--- config.mk ---
export PLATFORM = sky130hd
export DESIGN_NAME = ha_serial_accum_flat
export DESIGN_NICKNAME = d
export VERILOG_FILES = /design/src/rtl/ha_serial_pkg.sv /design/src/rtl/ha_serial_accum_if.sv /design/src/rtl/ha_cell.sv /design/src/rtl/ha_serial_accum.sv /design/src/flat_wrapper.sv
export SDC_FILE = /design/constraint.sdc
export NUM_CORES = 1
export LEC_CHECK = 0
export CORE_ASPECT_RATIO = 2
export CORE_UTILIZATION = 34
export DETAILED_ROUTE_END_ITERATION = 8
export PLACE_DENSITY = 0.56
export SLEW_MARGIN = 40
export SYNTH_ARGS = -nofsm -noshare
export SYNTH_HDL_FRONTEND = slang
export SYNTH_HIERARCHICAL = 1
export SYNTH_SLANG_ARGS = --single-unit
--- constraint.sdc ---
create_clock -name clk -period 2 [get_ports clk]
set_input_delay 0.3 -clock clk [delete_from_list [all_inputs] [get_ports clk]]
set_output_delay 0.3 -clock clk [all_outputs]
set_load 0.005 [all_outputs]
--- src/rtl/ha_serial_pkg.sv ---
// ---------------------------------------------------------------------------
// ha_serial_pkg
// Shared definitions for the bit-serial adder/accumulator:
//   DEFAULT_WIDTH : default operand/result width (legal range 2..16)
//   state_t       : controller state encoding (IDLE, RUN, DONE)
// ---------------------------------------------------------------------------
package ha_serial_pkg;

    localparam int DEFAULT_WIDTH = 8;

    typedef enum logic [1:0] {
        IDLE = 2'd0,
        RUN  = 2'd1,
        DONE = 2'd2
    } state_t;

endpackage

--- src/rtl/ha_serial_accum_if.sv ---
// ---------------------------------------------------------------------------
// ha_serial_accum_if
// Bundles the bit-stream input, the result word and the done/ready handshake
// of ha_serial_accum.
//   start, a_bit, b_bit, bit_valid, out_ready : producer/consumer -> adder
//   sum_word, carry_out, done, busy           : adder -> consumer
// Modports:
//   master : the side that feeds bits and accepts results
//   slave  : the adder itself
// ---------------------------------------------------------------------------
interface ha_serial_accum_if
    import ha_serial_pkg::*;
#(
    parameter int WIDTH = DEFAULT_WIDTH
);

    logic             start;
    logic             a_bit;
    logic             b_bit;
    logic             bit_valid;
    logic             out_ready;
    logic [WIDTH-1:0] sum_word;
    logic             carry_out;
    logic             done;
    logic             busy;

    modport master (
        output start,
        output a_bit,
        output b_bit,
        output bit_valid,
        output out_ready,
        input  sum_word,
        input  carry_out,
        input  done,
        input  busy
    );

    modport slave (
        input  start,
        input  a_bit,
        input  b_bit,
        input  bit_valid,
        input  out_ready,
        output sum_word,
        output carry_out,
        output done,
        output busy
    );

endinterface

--- src/rtl/ha_cell.sv ---
// ---------------------------------------------------------------------------
// ha_cell
// Purely combinational half adder.
//   i_a, i_b : input bits
//   o_s      : sum   = i_a ^ i_b
//   o_c      : carry = i_a & i_b
// ---------------------------------------------------------------------------
module ha_cell (
    input  logic i_a,
    input  logic i_b,
    output logic o_s,
    output logic o_c
);

    assign o_s = i_a ^ i_b;
    assign o_c = i_a & i_b;

endmodule

--- src/rtl/ha_serial_accum.sv ---
// ---------------------------------------------------------------------------
// ha_serial_accum
// Bit-serial adder. Operands arrive LSB-first, one bit pair per cycle. Two
// half-adder cells plus a carry flop form a full adder. Sum bits shift into a
// WIDTH-bit word that is presented, with the final carry, under a done/ready
// handshake.
//   clk : rising-edge clock
//   rst : asynchronous active-high reset
//   acc : ha_serial_accum_if.slave
//         start/a_bit/b_bit/bit_valid/out_ready in,
//         sum_word/carry_out/done/busy out
// ---------------------------------------------------------------------------
module ha_serial_accum
    import ha_serial_pkg::*;
#(
    parameter int WIDTH = DEFAULT_WIDTH
) (
    input  logic               clk,
    input  logic               rst,
    ha_serial_accum_if.slave   acc
);

    localparam int                CNT_W    = $clog2(WIDTH);
    localparam logic [CNT_W-1:0]  LAST_CNT = CNT_W'(WIDTH - 1);
    localparam logic [CNT_W-1:0]  CNT_ONE  = CNT_W'(1);

    state_t             r_state;
    state_t             w_state_next;

    logic [CNT_W-1:0]   r_cnt;
    logic               r_carry;
    logic [WIDTH-1:0]   r_shift;
    logic [WIDTH-1:0]   r_sum;
    logic               r_cout;

    // Control strobes decoded by the FSM
    logic               w_clear;    // begin a new addition
    logic               w_consume;  // a bit pair is taken this cycle
    logic               w_last;     // the bit pair taken is the final one

    // Full adder built from two half adders
    logic               w_h1_s;
    logic               w_h1_c;
    logic               w_h2_s;
    logic               w_h2_c;
    logic               w_carry_next;
    logic [WIDTH-1:0]   w_shift_next;

    ha_cell u_ha_operands (
        .i_a (acc.a_bit),
        .i_b (acc.b_bit),
        .o_s (w_h1_s),
        .o_c (w_h1_c)
    );

    ha_cell u_ha_carry (
        .i_a (w_h1_s),
        .i_b (r_carry),
        .o_s (w_h2_s),
        .o_c (w_h2_c)
    );

    // Both half-adder carries can never be 1 together, so OR is exact.
    assign w_carry_next = w_h1_c | w_h2_c;

    // New sum bit enters at the MSB; after WIDTH shifts the first bit is bit 0.
    assign w_shift_next = {w_h2_s, r_shift[WIDTH-1:1]};

    // ---------------- FSM: state register ----------------
    always_ff @(posedge clk or posedge rst) begin
        if (rst) begin
            r_state <= IDLE;
        end else begin
            r_state <= w_state_next;
        end
    end

    // ---------------- FSM: next state and strobes ----------------
    always_comb begin
        w_state_next = r_state;
        w_clear      = 1'b0;
        w_consume    = 1'b0;
        w_last       = 1'b0;
        case (r_state)
            IDLE: begin
                // Bits presented alongside start are deliberately not consumed.
                if (acc.start) begin
                    w_state_next = RUN;
                    w_clear      = 1'b1;
                end
            end
            RUN: begin
                // start is ignored here; bit_valid=0 simply stalls.
                if (acc.bit_valid) begin
                    w_consume = 1'b1;
                    if (r_cnt == LAST_CNT) begin
                        w_last       = 1'b1;
                        w_state_next = DONE;
                    end
                end
            end
            DONE: begin
                if (acc.out_ready) begin
                    if (acc.start) begin
                        w_state_next = RUN;
                        w_clear      = 1'b1;
                    end else begin
                        w_state_next = IDLE;
                    end
                end
            end
            default: begin
                w_state_next = IDLE;
            end
        endcase
    end

    // ---------------- Datapath ----------------
    always_ff @(posedge clk or posedge rst) begin
        if (rst) begin
            r_cnt   <= '0;
            r_carry <= 1'b0;
            r_shift <= '0;
            r_sum   <= '0;
            r_cout  <= 1'b0;
        end else begin
            if (w_clear) begin
                r_cnt   <= '0;
                r_carry <= 1'b0;
                r_shift <= '0;
            end else if (w_consume) begin
                r_cnt   <= r_cnt + CNT_ONE;
                r_carry <= w_carry_next;
                r_shift <= w_shift_next;
            end
            // Result registers only change on completion, so they hold
            // through DONE and keep their value after the handshake.
            if (w_last) begin
                r_sum  <= w_shift_next;
                r_cout <= w_carry_next;
            end
        end
    end

    assign acc.sum_word  = r_sum;
    assign acc.carry_out = r_cout;
    assign acc.done      = (r_state == DONE);
    assign acc.busy      = (r_state == RUN);

endmodule

--- src/flat_wrapper.sv ---
// flat-port wrapper written by rule: the top's interface ports become plain ports
module ha_serial_accum_flat import ha_serial_pkg::*;
#(
    parameter int WIDTH = DEFAULT_WIDTH
)
  (clk, rst, acc_start, acc_a_bit, acc_b_bit, acc_bit_valid, acc_out_ready, acc_sum_word, acc_carry_out, acc_done, acc_busy);
  ha_serial_accum_if #(.WIDTH(WIDTH)) acc_i ();
  input  logic clk;
  input  logic rst;
  input wire logic [$bits(acc_i.start)-1:0] acc_start;
  input wire logic [$bits(acc_i.a_bit)-1:0] acc_a_bit;
  input wire logic [$bits(acc_i.b_bit)-1:0] acc_b_bit;
  input wire logic [$bits(acc_i.bit_valid)-1:0] acc_bit_valid;
  input wire logic [$bits(acc_i.out_ready)-1:0] acc_out_ready;
  output wire logic [$bits(acc_i.sum_word)-1:0] acc_sum_word;
  output wire logic [$bits(acc_i.carry_out)-1:0] acc_carry_out;
  output wire logic [$bits(acc_i.done)-1:0] acc_done;
  output wire logic [$bits(acc_i.busy)-1:0] acc_busy;
  assign acc_i.start = acc_start;
  assign acc_i.a_bit = acc_a_bit;
  assign acc_i.b_bit = acc_b_bit;
  assign acc_i.bit_valid = acc_bit_valid;
  assign acc_i.out_ready = acc_out_ready;
  assign acc_sum_word = acc_i.sum_word;
  assign acc_carry_out = acc_i.carry_out;
  assign acc_done = acc_i.done;
  assign acc_busy = acc_i.busy;
  ha_serial_accum #(.WIDTH(WIDTH)) u_core (.clk(clk), .rst(rst), .acc(acc_i));
endmodule
==> run_results.csv, run 1 <==
group,metric,value,unit
sta,slew_headroom,77.6,%
worst_setup_path,cp_max_fo,4,
synthesis,synth_nets,75,
placement,gp_congestion,0.646,
synthesis,synthArstFlopShare,100,%
placement,dp_hpwl,1190,µm
floorplanning,die_h,75.7,µm
worst_setup_path,cp_slowest_cell,"clkdlybuf4s50_1",
placement,pre_cts_ws,0.280,ns
drt,vias,568,
drt,antenna_left,0,
drt,drt_pass1_iterations,4,
sta,fin_ws,0.257,ns
synthesis,avgSynthCellArea,14.4,µm²
worst_setup_path,critPathKind,"reg2out",
synthesis,synth_cell_types,17,
worst_setup_path,arrival,1.44,ns
floorplanning,rows,26,
worst_setup_path,cp.required,1.70,ns
clock_network,cts-root-buf,"clkbuf_8",
global_route,grt_busiest_layer,"met2",
drt,drtIter0Drc,10,
synthesis,yosysTopAreaCell,"dfrtp_1",
global_route,grt_pass1_vias,591,
drt,drcViolationCount,0,
sta,fmax,574,MHz
floorplanning,dieArea,2940,µm²
placement,numPortBuffers,17,
drt,totalWireLength,1580,µm
synthesis,syn_area,922,µm²
synthesis,synth_common_cells,"22 x dfrtp_1, 9 x a22o_1, 9 x mux2_2, 4 x ha_1, 4 x inv_1",
clock_network,cts_setup_buffers,0,
synthesis,synth_cells,64,
drt,vias_per_cell,5.12,
final_layout,final_nets,96,
clock_network,htreeDepth,1,
run_status,status,"finished, final reports clean",
sta,skew,0.00335,ns
worst_setup_path,startpoint_type,"flip-flop",
sta,tns,0,ns
global_route,grt_pass1_wl,2620,µm
power,peakVddDrop,680,µV
floorplanning,core,2570,µm²
synthesis,synth.yosys.seq_area_share,59.7,%
sta,worstMarginPinSlew,0.337,ns
clock_network,cts_sinks,22,
synthesis,ys_warn_count,6,
sta,setup_viol,0,
power,leakagePower,0.000558,µW
sta,hold_viol_final,0,
drt,wl_per_cell,14.3,µm
synthesis,synth_edf_count,0,
global_route,antenna_found_initial,0,
floorplanning,die_x,38.8,µm
global_route,grtUsageMet1,16.0,%
synthesis,synthFlopType,"dfrtp_1",
worst_hold_path,hold_path.class,"in2async",
clock_network,numCtsBuffers,3,
global_route,grt_usage,13.1,%
clock_network,ctsLongestPathBuffers,2,
final_layout,fillCellCount,238,
global_route,grt_max_degree,23,
final_layout,syn2layout_area_growth,25.8,%
sta,rsz0062_at_grt,"false",
worst_setup_path,crit_top_cell,"inv_1",
global_route,grt_util_met2,21.1,%
floorplanning,start_util,35.9,%
global_route,met3_usage,1.75,%
global_route,overflow,0,
run,drv_cap,0,
synthesis,ys_ff_latch,22,
clock_network,clk_pin_slew,0.07,ns
power,power_density,1290,nW/µm²
sta,slew_violations,0,
synthesis,yosysMostFrequentCell,"dfrtp_1",
floorplanning,ios,18,
worst_setup_path,critical_path.max_stage_delay,0.49,ns
clock_network,cts_resized,0,
clock_network,insertion_delay,0.26,ns
clock_network,cts_tree,"built",
final_layout,n_antenna_cell,0,
sta,finalCritPeriodShare,87.1,%
synthesis,yosys.area.top_type_share,59.7,%
sta,layout_min_cycle_time,1.74,ns
final_layout,drive_gt1_share,20.5,%
clock_network,hold_buffers,0,
worst_setup_path,endpoint_kind,"primary output",
worst_setup_path,worstPathCellList,"inv_1, nand2_1, inv_1, clkdlybuf4s50_1",
synthesis,yosys-top-cells-area,"dfrtp_1 60%, mux2_2 11%, a22o_1 8.5%, ha_1 5.4%, a31oi_4 2.3%",
-- final cells by class --
type                            count  area, µm²  area share, %
Timing Repair Buffer               19        185           16.0
Multi-Input combinational cell     35        333           28.7
Inverter                            4       15.0           1.29
Clock buffer                        3       41.3           3.56
Sequential cell                    22        551           47.5
Tap cell                           28       35.0           3.02
-- cells by family (layout without fill, tap and decap cells) --
logic type,count (synthesis),in the layout,synth area share (%)
AND/OR/NAND/NOR,8,8,4.75
adder cells (fa/ha/maj),4,4,5.43
AO/OA/AOI/OAI,14,14,14.9
buffers and inverters,7,26,4.21
flip-flops,22,22,59.7
multiplexers,9,9,11.0
-- report_power, final --
group          switching, µW  leakage, µW  total (µW)  internal [µW]
combinational            184     0.000248         508            324
clock                    126    0.0000216         260            134
sequential               112     0.000288         728            616
-- critical path: cells and delay by family, from the launching register on --
family,cells,cell delay (ns)
buffers and inverters,3,0.71
flip-flops,1,0.39
AND/OR/NAND/NOR,1,0.09
-- final timing paths --
path	from	end	slack, ns	depth (start not counted)
max	u_core/r_state[0]	acc_done	0.26	4
max reg2reg	u_core/r_cnt[0]	u_core/acc.sum_word[2]	0.44	5
min reg2reg	u_core/acc.carry_out	u_core/acc.carry_out	0.49	2
min in group clk	u_core/acc.carry_out	u_core/acc.carry_out	0.49	2
max in group asynchronous	rst	u_core/r_shift[6]	1.41	3
min	rst	u_core/acc.sum_word[0]	0.38	3
-- per-stage QoR --
stage | std cells | cell area [µm²] | util [%] | power (µW) | hold slack [ns]
after global placement | 108 | 1120 | 43.5 | 1240 | 0.469
after global routing | 111 | 1160 | 45.1 | 1600 | 0.411
after detailed placement | 108 | 1120 | 43.5 | 1250 | 0.484
after CTS | 111 | 1160 | 45.1 | 1520 | 0.383
final | 111 | 1160 | 45.1 | 1500 | 0.376
after floorplan | 64 | 922 | - | 1020 | 0.289
-- metal layers --
| metal | up-vias | part of all wire [%] |
|---|---|---|
| met2 | 12 | 55 |
| met4 | 0 | 2.1 |
| li1 | 272 | - |
| met1 | 280 | 40 |
| met3 | 4 | 2.5 |
| met5 | - | 0 |
-- state kept, by name, indices dropped and copies added, names as in the netlist --
| register | count |
|---|---|
| u_core/r_cnt | 3 |
| u_core/acc.sum_word | 8 |
| u_core/r_carry | 1 |
| u_core/r_shift | 7 |
| u_core/r_state | 2 |
| u_core/acc.carry_out | 1 |
-- placed cells by master, fill, tap and decap left out, types with 2 or more instances in the layout --
cell,netlist,routed
o21ai_0,2,2
mux2_2,9,9
ha_1,4,4
a22o_1,9,9
inv_1,4,4
dfrtp_1,22,22
nor2_1,2,2
buf_4,1,2
clkbuf_8,0,3
nand2_1,3,3
clkdlybuf4s50_1,0,17
(Power assumes the default switching activity.)
==> inputs of run 2 (changes only) <==
==> constraint.sdc (replaced) <==
create_clock -name clk -period 2 [get_ports clk]
set_input_delay 0.4 -clock clk [delete_from_list [all_inputs] [get_ports clk]]
set_output_delay 0.4 -clock clk [all_outputs]
set_load 0.005 [all_outputs]
==> run_results.csv, run 2 (synthesized netlist as in run 1, its figures left out) <==
group,metric,value,unit
run_status,status,"finished, final reports clean",
global_route,grt_max_degree,23,
sta,rsz0062_at_grt,"false",
sta,slew_headroom,75.0,%
clock_network,htreeDepth,1,
floorplanning,ios,18,
run,drv_cap,0,
worst_setup_path,cp.required,1.60,ns
clock_network,clk_pin_slew,0.07,ns
final_layout,layout.area.seq,551,µm²
power,power_density,1280,nW/µm²
placement,pre_cts_ws,0.183,ns
final_layout,final_nets,97,
drt,drcViolationCount,0,
power,power,1500,µW
global_route,grt_pass1_vias,573,
worst_setup_path,arrival,1.41,ns
worst_setup_path,cp_slowest_cell,"clkdlybuf4s50_1",
clock_network,cts-root-buf,"clkbuf_8",
clock_network,hold_buffers,0,
drt,drt_pass1_iterations,2,
floorplanning,die_h,75.7,µm
final_layout,drive_gt1_share,21.4,%
global_route,grt_pass1_wl,2660,µm
sta,finalCritPeriodShare,90.6,%
sta,tns,0,ns
drt,wl_per_cell,14.6,µm
drt,vias,585,
clock_network,cts_setup_buffers,0,
sta,layout_min_cycle_time,1.81,ns
power,peakVddDrop,577,µV
final_layout,final_cell_mix,"22 x dfrtp_1, 17 x clkdlybuf4s50_1, 9 x mux2_2, 9 x a22o_1",
worst_setup_path,crit_top_cell,"inv_1",
placement,numPortBuffers,17,
power,leakagePower,0.000563,µW
placement,dpl_cell_area,1130,µm²
floorplanning,dieArea,2940,µm²
worst_setup_path,critical_path.max_stage_delay,0.49,ns
worst_hold_path,hold_path.class,"in2async",
drt,vias_per_cell,5.22,
sta,skew,0.00389,ns
sta,hold_viol_final,0,
clock_network,ctsLongestPathBuffers,2,
sta,slew_violations,0,
global_route,antenna_found_initial,0,
clock_network,cts_tree,"built",
sta,fin_ws,0.187,ns
clock_network,cts_resized,0,
sta,setup_viol,0,
drt,drtIter0Drc,7,
final_layout,final_util,45.4,%
final_layout,n_antenna_cell,0,
final_layout,fillCellCount,251,
worst_setup_path,endpoint_kind,"primary output",
worst_setup_path,critPathTopFamily,"buffers and inverters",
worst_setup_path,critPathKind,"reg2out",
final_layout,largest_register_ffs,8,
floorplanning,die_x,38.8,µm
global_route,grt_usage,13.1,%
final_layout,stdcell_area,1170,µm²
worst_setup_path,worstPathCellList,"inv_1, nand2_1, inv_1, clkdlybuf4s50_1",
drt,antenna_left,0,
clock_network,numCtsBuffers,3,
sta,fmax,552,MHz
drt,totalWireLength,1630,µm
final_layout,multi_input_area,333,µm²
placement,dp_hpwl,1170,µm
sta,worstMarginPinSlew,0.376,ns
floorplanning,core,2570,µm²
final_layout,layout_commonest_cell,"dfrtp_1",
global_route,overflow,0,
clock_network,cts_sinks,22,
worst_setup_path,cp_max_fo,4,
clock_network,insertion_delay,0.25,ns
worst_setup_path,startpoint_type,"flip-flop",
placement,gp_congestion,0.662,
final_layout,syn2layout_area_growth,26.6,%
floorplanning,rows,26,
floorplanning,start_util,35.9,%
worst_setup_path,critPathBufInv,3,
## run 2: cell types whose count changed in the layout (fill, tap and decap cells not counted)
cell   delta
buf_4     +1
## run 2: path summary, 6_finish.rpt
path / startpoint / to / slack [ns] / depth (start not counted)
min: rst / u_core/acc.carry_out / 0.48 / 3
min reg2reg: u_core/acc.carry_out / u_core/acc.carry_out / 0.48 / 2
max reg2reg: u_core/r_cnt[0] / u_core/acc.sum_word[7] / 0.46 / 5
max in group asynchronous: rst / u_core/r_shift[4] / 1.30 / 3
min in group clk: u_core/acc.carry_out / u_core/acc.carry_out / 0.48 / 2
max: u_core/r_state[0] / acc_done / 0.19 / 4
## run 2: report_power, final
group	total, µW	leakage [µW]	switching, µW	internal (µW)
Sequential	724	0.000288	108	616
Combinational	517	0.000253	188	329
Clock	257	0.0000216	123	134
Total	1500	0.000563	418	1080
## run 2: per-layer routing
layer  vias up  part of all wire (%)  GRT usage, %
li1        271                     -             -
met1       302                    43          16.2
met2        10                    53          21.5
met3         2                   2.5          1.75
met4         0                   1.2          6.90
met5         -                     0             0
## run 2: metrics by stage
stage	hold slack, ns	instances
after CTS	0.489	112
final	0.477	112
after global placement	0.467	109
after global routing	0.524	112
after detailed placement	0.475	109
after floorplan	0.389	64
## run 2: area by class of cell
| cell class | count | area share (%) |
|---|---|---|
| repair buffers | 20 | 16.5 |
| inverters | 4 | 1.29 |
| multi-input cells | 35 | 28.5 |
| well taps | 28 | 3.00 |
| flip-flops and latches | 22 | 47.2 |
| clock buffers | 3 | 3.54 |
## run 2: tightest hold or removal path: stages
cell and delay, ns:
clkdlybuf4s50_1 0.39, inv_1 0.05, buf_4 0.27
==> inputs of run 3 (changes only) <==
- CAP_MARGIN: not set -> 40
==> results of run 3 <==
Same layout as run 2: the final DEF is identical, and so are final timing and power.
